## config.mk

```make
export PLATFORM = sky130hd
export DESIGN_NAME = mem_bus_arbiter
export DESIGN_NICKNAME = d
export VERILOG_FILES = /design/src/rtl/mem_bus_arbiter.sv
export SDC_FILE = /design/constraint.sdc
export NUM_CORES = 1
export LEC_CHECK = 0
export CAP_MARGIN = 10
export CORE_MARGIN = 5
export CORE_UTILIZATION = 25
export DETAILED_ROUTE_END_ITERATION = 8
export PLACE_DENSITY = 0.66
export REMOVE_ABC_BUFFERS = 1
export SETUP_SLACK_MARGIN = 0.3
export SLEW_MARGIN = 20
export SYNTH_ARGS = -nofsm -noshare
export SYNTH_HDL_FRONTEND = slang
export SYNTH_SLANG_ARGS = --single-unit
```

## constraint.sdc

```tcl
create_clock -name clock -period 2.42 [get_ports clock]
set_input_delay 0.242 -clock clock [delete_from_list [all_inputs] [get_ports clock]]
set_output_delay 0.242 -clock clock [all_outputs]
set_load 0.05 [all_outputs]
```

## src/rtl/mem_bus_arbiter.sv

```systemverilog
// rtl/mem_bus_arbiter.sv - three-way round-robin arbiter for one shared single-port synchronous memory
//
// Ports:
//   clock, reset                        rising-edge clock, synchronous active-high reset
//   f_req, f_addr, f_gnt, f_rvalid      instruction fetch requester (always reads)
//   d_req, d_we, d_addr, d_wdata,
//   d_gnt, d_rvalid                     CPU data load/store requester
//   x_req, x_we, x_addr, x_wdata,
//   x_lock, x_gnt, x_rvalid             external loader/debug requester, may lock the bus
//   rdata                               shared read data, passed straight from mem_rdata
//   mem_en, mem_we, mem_addr,
//   mem_wdata, mem_rdata                memory side; read data arrives one cycle after the grant
module mem_bus_arbiter #(
    parameter int ADDR_W   = 8,
    parameter int DATA_W   = 8,
    parameter int MAX_LOCK = 16
) (
    input  logic              clock,
    input  logic              reset,

    input  logic              f_req,
    input  logic [ADDR_W-1:0] f_addr,
    output logic              f_gnt,
    output logic              f_rvalid,

    input  logic              d_req,
    input  logic              d_we,
    input  logic [ADDR_W-1:0] d_addr,
    input  logic [DATA_W-1:0] d_wdata,
    output logic              d_gnt,
    output logic              d_rvalid,

    input  logic              x_req,
    input  logic              x_we,
    input  logic [ADDR_W-1:0] x_addr,
    input  logic [DATA_W-1:0] x_wdata,
    input  logic              x_lock,
    output logic              x_gnt,
    output logic              x_rvalid,

    output logic [DATA_W-1:0] rdata,

    output logic              mem_en,
    output logic              mem_we,
    output logic [ADDR_W-1:0] mem_addr,
    output logic [DATA_W-1:0] mem_wdata,
    input  logic [DATA_W-1:0] mem_rdata
);

    localparam int               CNT_W   = $clog2(MAX_LOCK + 1);
    localparam logic [CNT_W-1:0] CNT_MAX = CNT_W'(MAX_LOCK);
    localparam logic [CNT_W-1:0] CNT_ONE = CNT_W'(1);

    // Requester indices; also the encoding held in 'last'.
    localparam logic [1:0] IDX_F = 2'd0;
    localparam logic [1:0] IDX_D = 2'd1;
    localparam logic [1:0] IDX_X = 2'd2;

    typedef enum logic {
        ST_ARB,
        ST_LOCK
    } state_t;

    state_t           state;
    logic [1:0]       last;
    logic [CNT_W-1:0] lock_cnt;
    logic [CNT_W-1:0] cnt_inc;

    logic [2:0]       req;
    logic [2:0]       gnt;
    logic [1:0]       winner;

    // Saturating increment of the lock counter.
    assign cnt_inc = (lock_cnt == CNT_MAX) ? CNT_MAX : lock_cnt + CNT_ONE;

    // Winner selection. The requester after 'last' gets first pick, so the
    // previous winner is always considered last.
    always_comb begin
        req    = {x_req, d_req, f_req};
        gnt    = '0;
        winner = IDX_F;
        if (!reset) begin
            if (state == ST_LOCK) begin
                // Bus belongs to X; other requests simply wait.
                winner = IDX_X;
            end else begin
                case (last)
                    IDX_F: begin
                        if (req[IDX_D])      winner = IDX_D;
                        else if (req[IDX_X]) winner = IDX_X;
                        else                 winner = IDX_F;
                    end
                    IDX_D: begin
                        if (req[IDX_X])      winner = IDX_X;
                        else if (req[IDX_F]) winner = IDX_F;
                        else                 winner = IDX_D;
                    end
                    default: begin
                        if (req[IDX_F])      winner = IDX_F;
                        else if (req[IDX_D]) winner = IDX_D;
                        else                 winner = IDX_X;
                    end
                endcase
            end
            // The fall-through choice only yields a grant if it actually requests.
            gnt[winner] = req[winner];
        end
    end

    assign f_gnt = gnt[IDX_F];
    assign d_gnt = gnt[IDX_D];
    assign x_gnt = gnt[IDX_X];

    // Memory-side mux; idle bus is driven to all zeros.
    always_comb begin
        mem_en    = |gnt;
        mem_we    = 1'b0;
        mem_addr  = '0;
        mem_wdata = '0;
        if (gnt[IDX_F]) begin
            mem_addr  = f_addr;
        end else if (gnt[IDX_D]) begin
            mem_we    = d_we;
            mem_addr  = d_addr;
            mem_wdata = d_wdata;
        end else if (gnt[IDX_X]) begin
            mem_we    = x_we;
            mem_addr  = x_addr;
            mem_wdata = x_wdata;
        end
    end

    assign rdata = mem_rdata;

    always_ff @(posedge clock) begin
        if (reset) begin
            state    <= ST_ARB;
            last     <= IDX_X;
            lock_cnt <= '0;
            f_rvalid <= 1'b0;
            d_rvalid <= 1'b0;
            x_rvalid <= 1'b0;
        end else begin
            // One-cycle read return tag, matching the memory's read latency.
            f_rvalid <= gnt[IDX_F];
            d_rvalid <= gnt[IDX_D] & ~d_we;
            x_rvalid <= gnt[IDX_X] & ~x_we;

            case (state)
                ST_ARB: begin
                    if (|gnt) begin
                        last <= winner;
                    end
                    // A single permitted grant leaves nothing to lock.
                    if (gnt[IDX_X] && x_lock && (MAX_LOCK > 1)) begin
                        state    <= ST_LOCK;
                        lock_cnt <= CNT_ONE;
                    end
                end
                ST_LOCK: begin
                    if (gnt[IDX_X]) begin
                        lock_cnt <= cnt_inc;
                    end
                    // Voluntary release, or forced release once the burst budget is spent.
                    if (!x_lock || (gnt[IDX_X] && (cnt_inc == CNT_MAX))) begin
                        state    <= ST_ARB;
                        last     <= IDX_X;
                        lock_cnt <= '0;
                    end
                end
                default: begin
                    state <= ST_ARB;
                end
            endcase
        end
    end

endmodule

```

[Word level (Yosys, flattened, before mapping)]
Index checks and enable logic that the tools add are counted.
Cells by class
  magnitude comparators: 2
  eq/ne operators: 7
  multiplexer cells: 34
  add/sub/neg operators: 1
  bitwise operators: 6
  reduce and logical (&&, ||, !) cells: 9
Operators by type and width (count)
  8-bit 2-to-1 mux: 6
  5-bit 2-to-1 mux: 4
  2-bit 2-to-1 mux: 9
  5-bit equality test (second input constant): 2
  5-bit case mux with 2 select lines: 1
  1-bit 2-to-1 mux: 8
  2-bit case mux with 2 select lines: 2
  5-bit by 1-bit adder with 5-bit output (second input constant): 1
  2-bit inequality test (second input constant): 2
  2-bit AND reduction: 2
  3-bit bitwise AND: 1
  1-bit logical AND: 3
  2-bit by 3-bit < comparator with 1-bit output (second input constant): 1
  3-bit 2-to-1 mux: 1
  3-bit by 1-bit inequality test with 1-bit output (second input constant): 1
  1-bit NOT: 3
  3-bit OR reduction: 1
  1-bit bitwise AND: 2
  1-bit binary-select mux with 2-bit select: 1
  1-bit demux with 2-bit select: 1
  2-bit by 1-bit equality test with 1-bit output (second input constant): 1
  2-bit by 1-bit >= comparator with 1-bit output (second input constant): 1
  2-bit zero test: 1
  2-bit by 1-bit inequality test with 1-bit output (second input constant): 1
  other kinds (3): 3
Storage, ports and cells
  bits in registers: 11
  logic and storage cells: 65
  bits of input ports: 56
  output and inout port bits: 32

[Logic depth before layout (Yosys ltp)]
  depth after elaboration: 15
  depth in mapped cells: 7
  depth with buffers taken out: 7

[Least setup slack after synthesis]
No wires, ideal clock.
  kind: flip-flop to output port
  start point: register state
  end point: output port mem_addr[0]
  stages on the path, launching flop included: 7
  arrival time: 2.341 ns
  buffers on the path: 1
  slack: -0.163 ns
  data required time: 2.178 ns
  path through: dfxtp_1 > o21ba_2 > o21ai_2 > inv_1 > clkbuf_1 > o21ai_0 > a21oi_1
Between the ends
  word-level cells in the longest chain between the ends: 11
  elaborated cells between the ends (all ways): 14
  classes of those cells: 2 x order compare; 10 x mux; 1 x bitwise; 1 x reduce/logical
Ends and longest elaborated chain
  from (decl): RTL line 64  | state_t state;
  from (signal assigned): RTL line 137  | state <= ST_ARB;
  from (signal assigned): RTL line 156  | state <= ST_LOCK;
  from (signal assigned): RTL line 166  | state <= ST_ARB;
  2-bit 2-to-1 mux *: RTL line 83  | if (state == ST_LOCK) begin
  2-bit 2-to-1 mux *: RTL line 82  | if (!reset) begin
  2-bit by 3-bit < comparator with 1-bit output (implied by the code) or 2-bit by 1-bit >= comparator with 1-bit output (tied branches): RTL line 106  | gnt[winner] = req[winner];
  1-bit logical AND (implied by the code): RTL line 106
  1-bit 2-to-1 mux (implied by the code): RTL line 106
  1-bit demux with 2-bit select: RTL line 106
  3-bit bitwise AND (no line) *
  3-bit 2-to-1 mux *: RTL line 82
  8-bit 2-to-1 mux: RTL line 126  | end else if (gnt[IDX_X]) begin
  8-bit 2-to-1 mux: RTL line 122  | end else if (gnt[IDX_D]) begin
  8-bit 2-to-1 mux *: RTL line 120  | if (gnt[IDX_F]) begin
  to (decl): RTL line 45  | output logic [ADDR_W-1:0] mem_addr,
Every way passes the cells marked *; elsewhere a longest branch is shown, timed or not. The select of a mux whose other input is x is not followed.

[Worst setup path after layout]
  start point: input port f_req
  end point: output port mem_we
Between the ends
  word-level cells in the longest chain between the ends: 14
  elaborated cells between the ends (all ways): 18
  classes of those cells: 2 x order compare; 14 x mux; 1 x bitwise; 1 x reduce/logical
Ends and longest elaborated chain
  from (decl): RTL line 21  | input logic f_req,
  1-bit 2-to-1 mux: RTL line 95  | else if (req[IDX_F]) winner = IDX_F;
  2-bit 2-to-1 mux: RTL line 94  | if (req[IDX_X]) winner = IDX_X;
  2-bit case mux with 2 select lines: RTL line 87  | case (last)
  2-bit 2-to-1 mux: RTL line 83
  2-bit 2-to-1 mux: RTL line 82
  2-bit by 3-bit < comparator with 1-bit output (implied by the code) or 2-bit by 1-bit >= comparator with 1-bit output (tied branches): RTL line 106
  1-bit logical AND (implied by the code): RTL line 106
  1-bit 2-to-1 mux (implied by the code): RTL line 106
  1-bit demux with 2-bit select: RTL line 106
  3-bit bitwise AND (no line) *
  3-bit 2-to-1 mux *: RTL line 82
  1-bit 2-to-1 mux: RTL line 126
  1-bit 2-to-1 mux: RTL line 122
  1-bit 2-to-1 mux *: RTL line 120
  to (decl): RTL line 44  | output logic mem_we,
Marked as above.

==> impl_metrics.csv <==
group,metric,value,unit
critical_path,start_kind,"input pin",
synth,synth.most_common_cell,"a21oi_1",
grt,track_usage,12.98,%
final_layout,nNetsFinal,262,
floorplanning,start_util,25.55,%
critical_path,arrival,1.79,ns
placed_design,portBuffers,71,
hold_path,holdPathStages,0,
clocking,cts-root-buf,"clkbuf_8",
grt,grt_pass1_vias,1204,
sta,slew_violations,0,
sta,rsz0062_at_grt,"true",
power,p_switching,365.7,uW
power,power_frac_seq,21.6,%
clocking,insertion_delay,0.24,ns
synth,ys.warnings.count,0,
synth,synthFlopType,"dfxtp_1",
final_layout,area_growth_syn_to_layout,95.19,%
floorplanning,die_h,73.71,um
floorplanning,rows,23,
synth,synth_cells,128,
critical_path,worstPathMaxFanout,6,
synth,syn_avg_cell_area,7.928,um2
grt,grt_antenna_before_repair,0,
final_layout,multi_input_area,729.5,um2
sta,max_slew.worst_pin.slew,0.5243,ns
drt,ant_nets,0,
drt,vias,1268,
power,finalPower,924.9,uW
critical_path,required,2.18,ns
power,leakage,0.0008003,uW
grt,grt_max_degree,17,
sta,layout_setup_ws,0.3833,ns
final_layout,finalInstanceArea,1981,um2
power,comb_power_share,58.2,%
floorplanning,pin_count,88,
critical_path,cp_slowest_cell,"dlygate4sd2_1",
final_layout,fillers,389,
clocking,clk_path_buf_depth,2,
synth,synth_top_area_cell,"dfxtp_1",
placed_design,post-place-ws,-0.007277,ns
floorplanning,die_x,73.71,um
placed_design,gp_congestion,0.8434,
placed_design,dpl_cell_area,1851,um2
floorplanning,dieArea,5433,um2
drt,dr.pass1.iters,4,
placed_design,place_hpwl,2774,um
sta,finalSetupViolCount,0,
drt,first_iter_violations,73,
sta,max_freq,491.0,MHz
critical_path,cpMostUsedCell,"buf_6",
critical_path,slowest_delay,0.29,ns
synth,synth_common_cells,"a21oi_1 (13), dfxtp_1 (11), o21ai_0 (11)",
drt,via_per_inst,5.012,
power,vdd_drop_max,0.0002077,V
hold_path,holdCritPathClass,"input pin to primary output",
grt,grt_pass1_wl,5430,um
critical_path,crit_type,"input pin to primary output",
sta,hold_violations,0,
final_layout,drive_gt1_share,28.57,%
sta,max_slew_margin,64.93,%
synth,synth_cell_type_count,43,
critical_path,crit_path_end_kind,"primary output",
synth,synth-seq-cells,11,
clocking,hold_buffers,0,
synth,synth-seq-area-share,21.70,%
clocking,cts_buffers,3,
synth,synth_area_leaders,"dfxtp_1 (22%), mux2i_1 (7.9%), a22o_1 (6.9%)",
sta,finalCriticalPeriod,2.037,ns
clocking,clock_sinks,11,
drt,wirelength,3582,um
drt,wl_per_cell,14.16,um
outcome,status,"complete, no violations",
final_layout,regArea,221.5,um2
critical_path,r2r_cells,7,
clocking,cts_tree,"yes",
power,power_density,467.0,nW/um2
synth,synthesis.area,1015,um2
power,swShare,39.53,%
drt,drcViolationCount,0,
power,clkPwrFrac,20.2,%
synth,synth_top_area_share,21.70,%
run,maxCapViolations,0,
floorplanning,core_area,3971,um2
final_layout,antennaDiodeCount,0,
critical_path,crit_path_cell_trace,"dlygate4sd2_1, nand2b_1, a21oi_1, o31ai_2, buf_6, buf_2, o22a_1, nor2_1, buf_6",
sta,fin_crit_sh,84.16,%
synth,postSynth.asyncResetShare,0,%
clocking,h-tree-depth,1,
synth,synth_edf_count,0,
grt,overflow,0,
power,intPower,559.3,uW
sta,worst_clock_skew,0.003227,ns
sta,hold_ws,0.4844,ns
## cells in the final DEF (no fill, tap or decap), types with 2 or more instances in the layout
cell type        count
a21oi_1              5
o22ai_1              2
clkdlybuf4s50_1     47
a21oi_2              8
nand2b_1             3
and3_1               3
nor2b_1              5
buf_4               19
dfxtp_1             10
o21ai_0             11
o31ai_1              2
o21ai_1              2
nor2_1               5
buf_2                2
nor2_4               2
inv_1                7
mux2i_1              8
dlygate4sd2_1        3
buf_12              11
clkbuf_8             3
nand3_1              4
nor3_1               2
a22o_1               8
ha_1                 2
buf_6                2
## sequential cells by signal (all words and copies together) (netlist names)
| register | count |
|---|---|
| d_rvalid | 1 |
| f_rvalid | 1 |
| last | 2 |
| lock_cnt | 5 |
| state | 1 |
| x_rvalid | 1 |
## worst max-delay path: cells and delay by family
kind | cells | cell delay [ns]
AOI/OAI and AO/OA | 3 | 0.49
and+or+nand+nor | 2 | 0.29
buffers and inverters | 4 | 0.76
## final timing paths
path,startpoint,to,slack (ns)
setup reg to reg,lock_cnt[0]$_SDFFE_PP0P_,last[1]$_SDFFE_PP1P_,0.54
hold reg to reg,last[0]$_SDFFE_PP0P_,last[0]$_SDFFE_PP0P_,0.52
hold / removal,mem_rdata[0],rdata[0],0.48
setup / recovery,f_req,mem_we,0.38
## layout make-up
class	instances	share of cell area, %
clock buffers	4	2.274
repair buffers	84	45.04
well taps	50	3.159
multi-input cells	96	36.83
flip-flops and latches	11	11.18
inverters	8	1.516
## through the flow
stage | utilization, % | TNS [ns] | std cells
2_1_floorplan | - | -8.115 | 115
3_3_place_gp | 46.60 | 0 | 244
3_5_place_dp | 46.60 | -0.009124 | 244
4_1_cts | 49.24 | 0 | 252
5_1_grt | 49.87 | 0 | 253
6_report | 49.87 | 0 | 253
## kinds of logic after synthesis
family                     count (synthesis)  share of synthesized area, %
buffers and inverters                     21                         11.59
AOI/OAI and AO/OA                         53                         37.49
muxes                                      8                         7.892
DFF                                       11                         21.70
and+or+nand+nor                           31                         17.14
xor gates and xnor gates                   2                         1.727
adders and majority gates                  2                         2.466
## routing by layer
metal,track usage [%],part of all wire [%],up-vias
met3,8.208,14,6
met5,0,0,-
met1,13.64,37,556
met4,5.231,2.0,0
met2,20.67,47,79
li1,-,-,627
## timing repair
action | 4_1_cts | 5_1_grt
hold endpoints to repair | 0 | 0
endpoints found under the setup margin | 20 | 17
gates cloned | 1 | 0
pin swaps | 1 | 2
buffers inserted | 3 | 1
resized for setup | 14 | 5
## power groups by stage
stage	sequential (uW)	combinational [uW]	clock, uW
finish	200	538	187
global route	201	568	207
CTS	199	534	194
detailed placement	202	502	0
global placement	202	501	0
floorplan	214	240	0
(Power assumes the default switching activity.)
